[config.mk]
export PLATFORM = sky130hd
export DESIGN_NAME = unibus_arbiter
export DESIGN_NICKNAME = d
export VERILOG_FILES = /design/src/rtl/unibus_pkg.sv /design/src/rtl/bus_watchdog.sv /design/src/rtl/unibus_arbiter.sv
export SDC_FILE = /design/constraint.sdc
export NUM_CORES = 1
export LEC_CHECK = 0
export BUFFER_PORTS_ARGS = -buffer_cell sky130_fd_sc_hd__buf_4
export CAP_MARGIN = 20
export CORE_MARGIN = 2
export CORE_UTILIZATION = 40
export DETAILED_ROUTE_END_ITERATION = 10
export PLACE_DENSITY = 0.57
export SKIP_LAST_GASP = 1
export SLEW_MARGIN = 10
export SYNTH_ARGS = -nofsm -noshare
export SYNTH_HDL_FRONTEND = slang
export SYNTH_HIERARCHICAL = 1
export SYNTH_SLANG_ARGS = --single-unit
[constraint.sdc]
create_clock -name clk -period 2.88 [get_ports clk]
set_clock_uncertainty 0.05 [all_clocks]
set_input_delay 0.144 -clock clk [delete_from_list [all_inputs] [get_ports clk]]
set_output_delay 0.144 -clock clk [all_outputs]
set_load 0.01 [all_outputs]
[src/rtl/unibus_pkg.sv]
// Shared types and constants for the Unibus arbiter and its bus watchdog.
package unibus_pkg;

    typedef enum logic [1:0] {
        ARB_IDLE,
        ARB_GRANT,
        ARB_ACK,
        ARB_BUSY
    } arb_state_t;

    localparam int unsigned DEF_NREQ     = 4;
    localparam int unsigned DEF_GRANT_TO = 64;
    localparam int unsigned DEF_BUS_TO   = 512;
    localparam int unsigned MAX_REQ      = 16;

    // Lowest set bit as a one-hot vector (index 0 = highest priority).
    function automatic logic [MAX_REQ-1:0] prio_onehot(input logic [MAX_REQ-1:0] r);
        return r & (~r + 1'b1);
    endfunction

endpackage

[src/rtl/bus_watchdog.sv]
// No-SSYN bus watchdog: flags a bus cycle whose MSYN goes unanswered for too long.
module bus_watchdog
    import unibus_pkg::*;
#(
    parameter int unsigned BUS_TO = DEF_BUS_TO
) (
    input  logic clk,
    input  logic reset,
    input  logic clear,
    input  logic msyn,
    input  logic ssyn,
    output logic timeout
);

    localparam int unsigned   CW    = $clog2(BUS_TO) + 1;
    localparam logic [CW-1:0] LIMIT = CW'(BUS_TO - 1);

    logic [CW-1:0] count;

    // Once raised, the flag survives a late SSYN and only clears with MSYN.
    always_ff @(posedge clk or negedge reset) begin
        if (!reset) begin
            count   <= '0;
            timeout <= 1'b0;
        end else if (clear || !msyn) begin
            count   <= '0;
            timeout <= 1'b0;
        end else if (ssyn) begin
            count <= '0;
        end else begin
            if (count != LIMIT) begin
                count <= count + 1'b1;
            end
            if (count + 1'b1 >= LIMIT) begin
                timeout <= 1'b1;
            end
        end
    end

endmodule

[src/rtl/unibus_arbiter.sv]
// Unibus mastership arbiter: fixed-priority grant/SACK/BBSY handshake plus bus watchdog.
module unibus_arbiter
    import unibus_pkg::*;
#(
    parameter int unsigned NREQ     = DEF_NREQ,
    parameter int unsigned GRANT_TO = DEF_GRANT_TO,
    parameter int unsigned BUS_TO   = DEF_BUS_TO
) (
    input  logic            clk,
    input  logic            reset,
    input  logic            bus_init,
    input  logic            cpu_busy,
    input  logic [NREQ-1:0] req,
    input  logic [NREQ-1:0] sack,
    output logic [NREQ-1:0] grant,
    input  logic            bus_bbsy,
    output logic            dma_owner,
    input  logic            bus_msyn,
    input  logic            bus_ssyn,
    output logic            bus_timeout
);

    localparam int unsigned   GCW       = $clog2(GRANT_TO) + 1;
    localparam logic [GCW-1:0] GCNT_LAST = GCW'(GRANT_TO - 1);

    arb_state_t      state, state_n;
    logic [NREQ-1:0] winner, winner_n;
    logic [NREQ-1:0] grant_n;
    logic [GCW-1:0]  gcnt, gcnt_n;
    logic            owner_n;

    logic [MAX_REQ-1:0] req_ext;
    logic [MAX_REQ-1:0] pick;
    logic               unused_pick_hi;
    logic               sacked;

    always_comb begin
        req_ext           = '0;
        req_ext[NREQ-1:0] = req;
    end

    assign pick           = prio_onehot(req_ext);
    assign unused_pick_hi = ^pick;
    assign sacked         = |(sack & winner);

    always_ff @(posedge clk or negedge reset) begin
        if (!reset) begin
            state     <= ARB_IDLE;
            winner    <= '0;
            gcnt      <= '0;
            grant     <= '0;
            dma_owner <= 1'b0;
        end else if (bus_init) begin
            state     <= ARB_IDLE;
            winner    <= '0;
            gcnt      <= '0;
            grant     <= '0;
            dma_owner <= 1'b0;
        end else begin
            state     <= state_n;
            winner    <= winner_n;
            gcnt      <= gcnt_n;
            grant     <= grant_n;
            dma_owner <= owner_n;
        end
    end

    always_comb begin
        state_n  = state;
        winner_n = winner;
        gcnt_n   = gcnt;
        grant_n  = grant;
        owner_n  = dma_owner;

        unique case (state)
            ARB_IDLE: begin
                gcnt_n = '0;
                if (|req && !cpu_busy && !bus_bbsy) begin
                    winner_n = pick[NREQ-1:0];
                    grant_n  = pick[NREQ-1:0];
                    state_n  = ARB_GRANT;
                end
            end
            ARB_GRANT: begin
                // SACK is honoured even on the final counted cycle.
                if (sacked) begin
                    grant_n = '0;
                    owner_n = 1'b1;
                    state_n = ARB_ACK;
                end else if (gcnt == GCNT_LAST) begin
                    grant_n = '0;
                    state_n = ARB_IDLE;
                end else begin
                    gcnt_n = gcnt + 1'b1;
                end
            end
            ARB_ACK: begin
                if (!sacked) begin
                    if (bus_bbsy) begin
                        state_n = ARB_BUSY;
                    end else begin
                        owner_n = 1'b0;
                        state_n = ARB_IDLE;
                    end
                end
            end
            ARB_BUSY: begin
                if (!bus_bbsy) begin
                    owner_n = 1'b0;
                    state_n = ARB_IDLE;
                end
            end
            default: begin
                grant_n = '0;
                owner_n = 1'b0;
                state_n = ARB_IDLE;
            end
        endcase
    end

    bus_watchdog #(
        .BUS_TO(BUS_TO)
    ) u_watchdog (
        .clk    (clk),
        .reset  (reset),
        .clear  (bus_init),
        .msyn   (bus_msyn),
        .ssyn   (bus_ssyn),
        .timeout(bus_timeout)
    );

endmodule
==> results.md, run 1 <==
- Final #Nets: 233
- CTS tree: built
- RSZ-0062 raised after global routing: false
- Syn_area_per_cell: 9.31 µm²
- Core ar.: 4290 µm²
- Hold_buf cts: 1
- GRT Total Usage: 0.177
- YS warnings: 6
- Worst-margin pin slew: 0.463 ns
- Initial Util: 0.408
- Initial antenna violation count: 0
- TNS Setup: 0 ns
- CTS resizes: 0
- Status: finished, final reports clean
- Yosys cell types: 51
- Die X: 70.2 µm
- CP Class: register to register
- Skew-Pair Late Insertion Delay: 0.28 ns
- Final ANT Viol Nets: 0
- Fmax achieved: 0.472 GHz
- Final period utilization: 0.736
- Clock Tree Root: clkbuf_8
- Num Clock Sinks: 29
- Slew HR: 0.691
- Drc violations: 0
- Layout cell share with drive strength beyond 1: 0.198
- Final Hold Viols: 0
- Share of the synthesized area in the top cell type: 0.415
- Post-synthesis async set-or-reset flop share: 1.00
- Hold Path Cell Cnt: 2
- GR Overflow Total: 0
- Final min period: 2.12 ns
- Setup WS post-layout: 0.761 ns
- Register area share after synthesis: 0.415
- Number of global-route vias before repair: ~1600
- Final HPWL DP: about 2700 µm
- Number of synthesized flops with an enable pin: 0
- Post-CTS Setup Repair Bufs: 0
- Antenna diodes: 0
- CP top delay family: simple AND/OR/NAND/NOR gates
- Clk buf depth: 2
- Final Cell Area: 2080 µm²
- Final setup viols: 0
- DIE AREA: 4920 µm²
- Vias per inst: 5.55
- Worst Path Required: 2.99 ns
- Post-synthesis register bit count: 29
- CP endpoint kind: register
- Critical Path Start Type: register
- Num rows: 24
- Routed WL per cell: 14.1 µm
- First-pass GRT wire length: 7010 µm
- Synthesis-to-layout area growth: 18.8%
- Vias after detailed routing: approximately 1500
- Pin count of the biggest net entering global routing: 30
- CTS buffer count: 5
- HP Class: input port to register
- RePlAce Congestion: between 0.7 and 0.8
- CP cell instances: ha_1 > nand2_1 > or3_4 > o2bb2ai_2 > a311oi_2 > mux2_2
- Largest cells by area after synthesis: dfrtp_1, ha_1, nand2_1
- # port buffers: 20
- Commonest register cell after synthesis: dfrtp_1
- Worst path bufs/invs: 0
- Gate Count Post-Synth: 188
- Yosys top cell by area: dfrtp_1
- Final max-slew violation count: 0
- Cell Pwr Density: 610 nW/µm²
- Detailed Route Iter0 Violations: 46
- Post-Synthesis Cell Area: 1750 µm²
- Chip height: approximately 70 µm
- Htree depth: 2
- Critical path arrival: 2.23 ns
- I/O pins: 21
- Tot Pwr: 1.27 mW
- Post-Synthesis Net Count: 210
- # Max-Cap Violations: 0
- P_leak: 0.909 nW
- CP Max Fanout: 6
- Reg2reg path depth: 6
- DRT Pass-1 Iters: 4
- Post-Route WL: 3730 µm
- Worst vdd ir: 0.264 mV
- Place WS: 0.780 ns
- Clk slew on worst S/H paths: 0.06 ns
- Critical Path Max Stage Delay: approximately 0.4 ns
- Dpl cell area: around 1900 µm²
- Stages on worst setup path: 6
- Slowest CP cell: or3_4
==> cell type report <==
cell class,count,area [µm²]
Clock buffer,5,68.8
Clock inverter,3,65.1
Fill cell,405,2210
Inverter,10,37.5
Multi-Input combinational cell,144,957
Sequential cell,29,726
Tap cell,52,65.1
Timing Repair Buffer,21,160
==> cells by family (layout without fill, tap and decap cells) <==
group,Yosys count,after routing,share of synthesized area
DFF,29,29,0.415
adders and majority gates,7,7,0.0500
and+or+nand+nor,78,78,0.242
AOI/OAI and AO/OA,46,46,0.185
xor gates and xnor gates,9,9,0.0450
buffers and inverters,15,39,0.0386
muxes,4,4,0.0243
==> cell usage after synthesis, drive strengths merged (3+ instances only) <==
cell type / number
xor2: 5
nand3: 9
buf: 3
a22o: 4
nand2b: 4
nand3b: 4
nor3: 5
and3: 3
inv: 10
ha: 7
nand2: 22
a21oi: 13
dfrtp: 29
xnor2: 4
nor2: 17
o21ai: 14
==> layout by cell type (no fill, tap or decap), types with 2 or more instances in the layout <==
cell / count
nor2_1: 17
o31ai_1: 2
xor2_1: 5
dfrtp_1: 29
nand2_1: 22
o22ai_1: 2
buf_4: 20
mux2i_1: 2
nand3b_1: 4
a22o_1: 2
a22o_2: 2
clkbuf_8: 5
nor2b_1: 2
and3_1: 2
nor3_1: 4
bufinv_16: 2
o21ai_0: 13
mux2_2: 2
inv_1: 10
and2_1: 2
a21oi_1: 13
ha_1: 7
xnor2_1: 4
nand2b_1: 4
nand3_1: 8
==> routing by layer <==
layer	track usage	up-vias	wire, µm
met1	0.206	711	1630
met2	0.303	29	1890
met4	0.0748	0	60
li1	-	718	-
met5	0	-	0
met3	0.0519	7	154
==> registers in the layout, indices dropped and copies added, names as in the netlist <==
name,count
u_watchdog/count,10
gcnt,7
grant,4
winner,4
state,2
dma_owner,1
u_watchdog/timeout,1
==> through the flow <==
| stage | cells | hold slack (ns) | utilization |
|---|---|---|---|
| after global routing | 264 | 0.0395 | 0.484 |
| after CTS | 264 | 0.0431 | 0.484 |
| final | 264 | 0.0525 | 0.484 |
| after global placement | 255 | 0.0464 | 0.451 |
| after floorplan | 188 | -0.202 | - |
| after detailed placement | 255 | 0.0507 | 0.451 |
==> path summary, 6_finish.rpt <==
check                          start  slack (ns)   endpoint
setup / recovery             gcnt[0]        0.76   state[0]
hold / removal                req[0]        0.05  winner[1]
setup reg to reg             gcnt[0]        0.76   state[0]
hold reg to reg            winner[3]        0.43  winner[3]
max in group asynchronous      reset        2.23   state[0]
min in group asynchronous      reset        0.27  winner[2]
==> worst register-to-register path, delay by kind of cell, from the launching register on <==
| family | cells | cell delay, ns |
|---|---|---|
| adders and majority gates | 1 | 0.22 |
| muxes | 1 | 0.38 |
| DFF | 1 | 0.38 |
| AOI/OAI and AO/OA | 2 | 0.47 |
| and+or+nand+nor | 2 | 0.50 |
==> report_power, final <==
part | leakage, nW | internal (mW) | total (mW) | switching (mW)
registers | 0.400 | 0.440 | 0.467 | 0.0270
logic | 0.441 | 0.123 | 0.299 | 0.176
clock network | 0.0681 | 0.343 | 0.503 | 0.159
total | 0.909 | 0.906 | 1.27 | 0.362
Note: power is estimated with default switching activity, not from simulation.
==> run 2: changes to the inputs <==
==> constraint.sdc (replaced) <==
create_clock -name clk -period 2.09 [get_ports clk]
set_clock_uncertainty 0.05 [all_clocks]
set_input_delay 0.1045 -clock clk [delete_from_list [all_inputs] [get_ports clk]]
set_output_delay 0.1045 -clock clk [all_outputs]
set_load 0.01 [all_outputs]
==> results.md, run 2 (synthesis results as in run 1) <==
- HP Class: input port to register (unchanged)
- RSZ-0062 raised after global routing: false (unchanged)
- Hold Worst Slack: 0.0343 ns (was 0.0525 ns)
- Final ANT Viol Nets: 0 (unchanged)
- Most flop-heavy register: u_watchdog/count (unchanged)
- Hold_buf cts: 2 (was 1)
- GR Overflow Total: 0 (unchanged)
- Vias per inst: 5.45 (was 5.55)
- Largest registers: u_watchdog/count x10, gcnt x7 (unchanged)
- Commonest non-fill, non-tap cells in the layout: dfrtp_1, buf_4, nand2_1, nor2_1 (was dfrtp_1, nand2_1, buf_4, nor2_1)
- First-pass GRT wire length: 6510 µm (was 7010 µm)
- Final min period: 1.98 ns (was 2.12 ns)
- Core ar.: 4290 µm² (unchanged)
- DRT Pass-1 Iters: 4 (unchanged)
- Chip height: 70.2 µm (unchanged)
- Initial antenna violation count: 0 (unchanged)
- Final HPWL DP: 2690 µm (was 2730 µm)
- Final #Nets: 240 (was 233)
- # Max-Cap Violations: 0 (unchanged)
- CTS tree: built (unchanged)
- Htree depth: 2 (unchanged)
- Commonest non-fill, non-tap cell in the layout: dfrtp_1 (unchanged)
- Reg2reg start: gcnt[0] (unchanged)
- Fmax achieved: 0.505 GHz (was 0.472 GHz)
- CP endpoint: state[1] (was state[0])
- Final Hold Viols: 0 (unchanged)
- CP Class: register to register (unchanged)
- RR Endpoint: state[1] (was state[0])
- Antenna diodes: 0 (unchanged)
- Drc violations: 0 (unchanged)
- Status: finished, final reports clean (unchanged)
- I/O pins: 21 (unchanged)
- Num Clock Sinks: 29 (unchanged)
- Post-Route WL: 3810 µm (was 3730 µm)
- Layout fillers: 423 (was 405)
- Critical path arrival: 2.10 ns (was 2.23 ns)
- Initial Util: 0.408 (unchanged)
- Slew HR: 0.668 (was 0.691)
- Reg2reg path depth: 6 (unchanged)
- Routed WL per cell: 14.1 µm (about the same)
- Clk buf depth: 2 (unchanged)
- Clock group share of total power: 0.288 (was 0.397)
- Critical Path Start Type: register (unchanged)
- Worst-margin pin slew: 0.498 ns (was 0.463 ns)
- Clk slew on worst S/H paths: 0.07 ns (was 0.06 ns)
- Fin util: 0.485 (was 0.484)
- Layout cell share with drive strength beyond 1: 0.215 (was 0.198)
- Tot Pwr: 1.53 mW (was 1.27 mW)
- Pin count of the biggest net entering global routing: 30 (unchanged)
- Detailed Route Iter0 Violations: 119 (was 46)
- Flop-to-flop setup slack: 0.11 ns (was 0.76 ns)
- Worst Setup SP: gcnt[0] (unchanged)
- GRT Total Usage: 0.168 (was 0.177)
- Final period utilization: 0.948 (was 0.736)
- Worst Path Required: 2.21 ns (was 2.99 ns)
- P_int: 1.04 mW (was 906 µW)
- Switching Share: 0.321 (was 0.286)
- TNS Setup: 0 ns (unchanged)
- Die X: 70.2 µm (unchanged)
- Final setup viols: 0 (unchanged)
- CP endpoint kind: register (unchanged)
- Cell Pwr Density: 735 nW/µm² (was 610 nW/µm²)
- CTS buffer count: 5 (unchanged)
- Post-CTS Setup Repair Bufs: 0 (unchanged)
- DIE AREA: 4920 µm² (unchanged)
- Num rows: 24 (unchanged)
- CP Max Fanout: 4 (was 6)
- Synthesis-to-layout area growth: 19.0% (was 18.8%)
- CTS resizes: 0 (unchanged)
- Number of global-route vias before repair: 1441 (was 1574)
- Psw: 492 µW (was 362 µW)
- Worst vdd ir: 0.303 mV (was 0.264 mV)
- Skew-Pair Late Insertion Delay: 0.28 ns (about the same)
- Vias after detailed routing: 1476 (was 1465)
- P_leak: 0.920 nW (was 0.909 nW)
- # port buffers: 20 (unchanged)
- Clock Tree Root: clkbuf_8 (unchanged)
- Max reg flops: 10 (unchanged)
- Sequential fraction of design power: 0.419 (was 0.368)
- Combinational share of power: 0.293 (was 0.235)
- Final max-slew violation count: 0 (unchanged)
- RePlAce Congestion: 0.832 (was 0.799)
[run 2: power by group through the flow]
stage | registers, mW | clock network [mW] | logic (mW)
2_1_floorplan | 0.657 | 0 | 0.270
3_3_place_gp | 0.650 | 0 | 0.446
3_5_place_dp | 0.653 | 0 | 0.449
4_1_cts | 0.643 | 0.459 | 0.453
5_1_grt | 0.649 | 0.485 | 0.503
6_report | 0.642 | 0.441 | 0.449
[run 2: per-stage QoR]
| stage | instance area [µm²] | std cells | worst slack [ns] |
|---|---|---|---|
| 6_report | 2080 | 271 | 0.109 |
| 5_1_grt | 2080 | 271 | 0.0447 |
| 2_1_floorplan | 1750 | 188 | 0.133 |
| 4_1_cts | 2080 | 271 | 0.100 |
| 3_3_place_gp | 1980 | 261 | 0.155 |
| 3_5_place_dp | 1980 | 261 | 0.123 |
[run 2: worst min path at each step]
stage / endpoint / depth (start not counted) / from
finish: u_watchdog/timeout / 3 / bus_msyn
global route: u_watchdog/timeout / 3 / bus_msyn
CTS: u_watchdog/timeout / 3 / bus_msyn
detailed placement: gcnt[5] / 1 / reset
global placement: gcnt[5] / 1 / reset
floorplan: dma_owner / 0 / reset
[run 2: critical path, stage by stage (launching register included)]
cell and delay [ns]:
dfrtp_1 0.38, ha_1 0.18, nand2_1 0.08, or3_4 0.41, o2bb2ai_2 0.15, a311oi_2 0.26, mux2_2 0.37
[run 2: metal layers]
metal  vias to the layer above  track usage  share of wire
met1                       706        0.195           0.45
met3                         5       0.0462          0.044
met5                         -            0              0
li1                        730            -              -
met4                         0       0.0812          0.015
met2                        35        0.287           0.49
[run 2: final cells by class]
cell class	instances	area [µm²]	share of cell area
tap	52	65.1	0.0312
clock buffer	6	72.6	0.0348
timing repair buffer	28	215	0.103
clock inverter	2	10.0	0.00480
inverter	10	37.5	0.0180
sequential	29	726	0.348
multi-input combinational	144	957	0.459
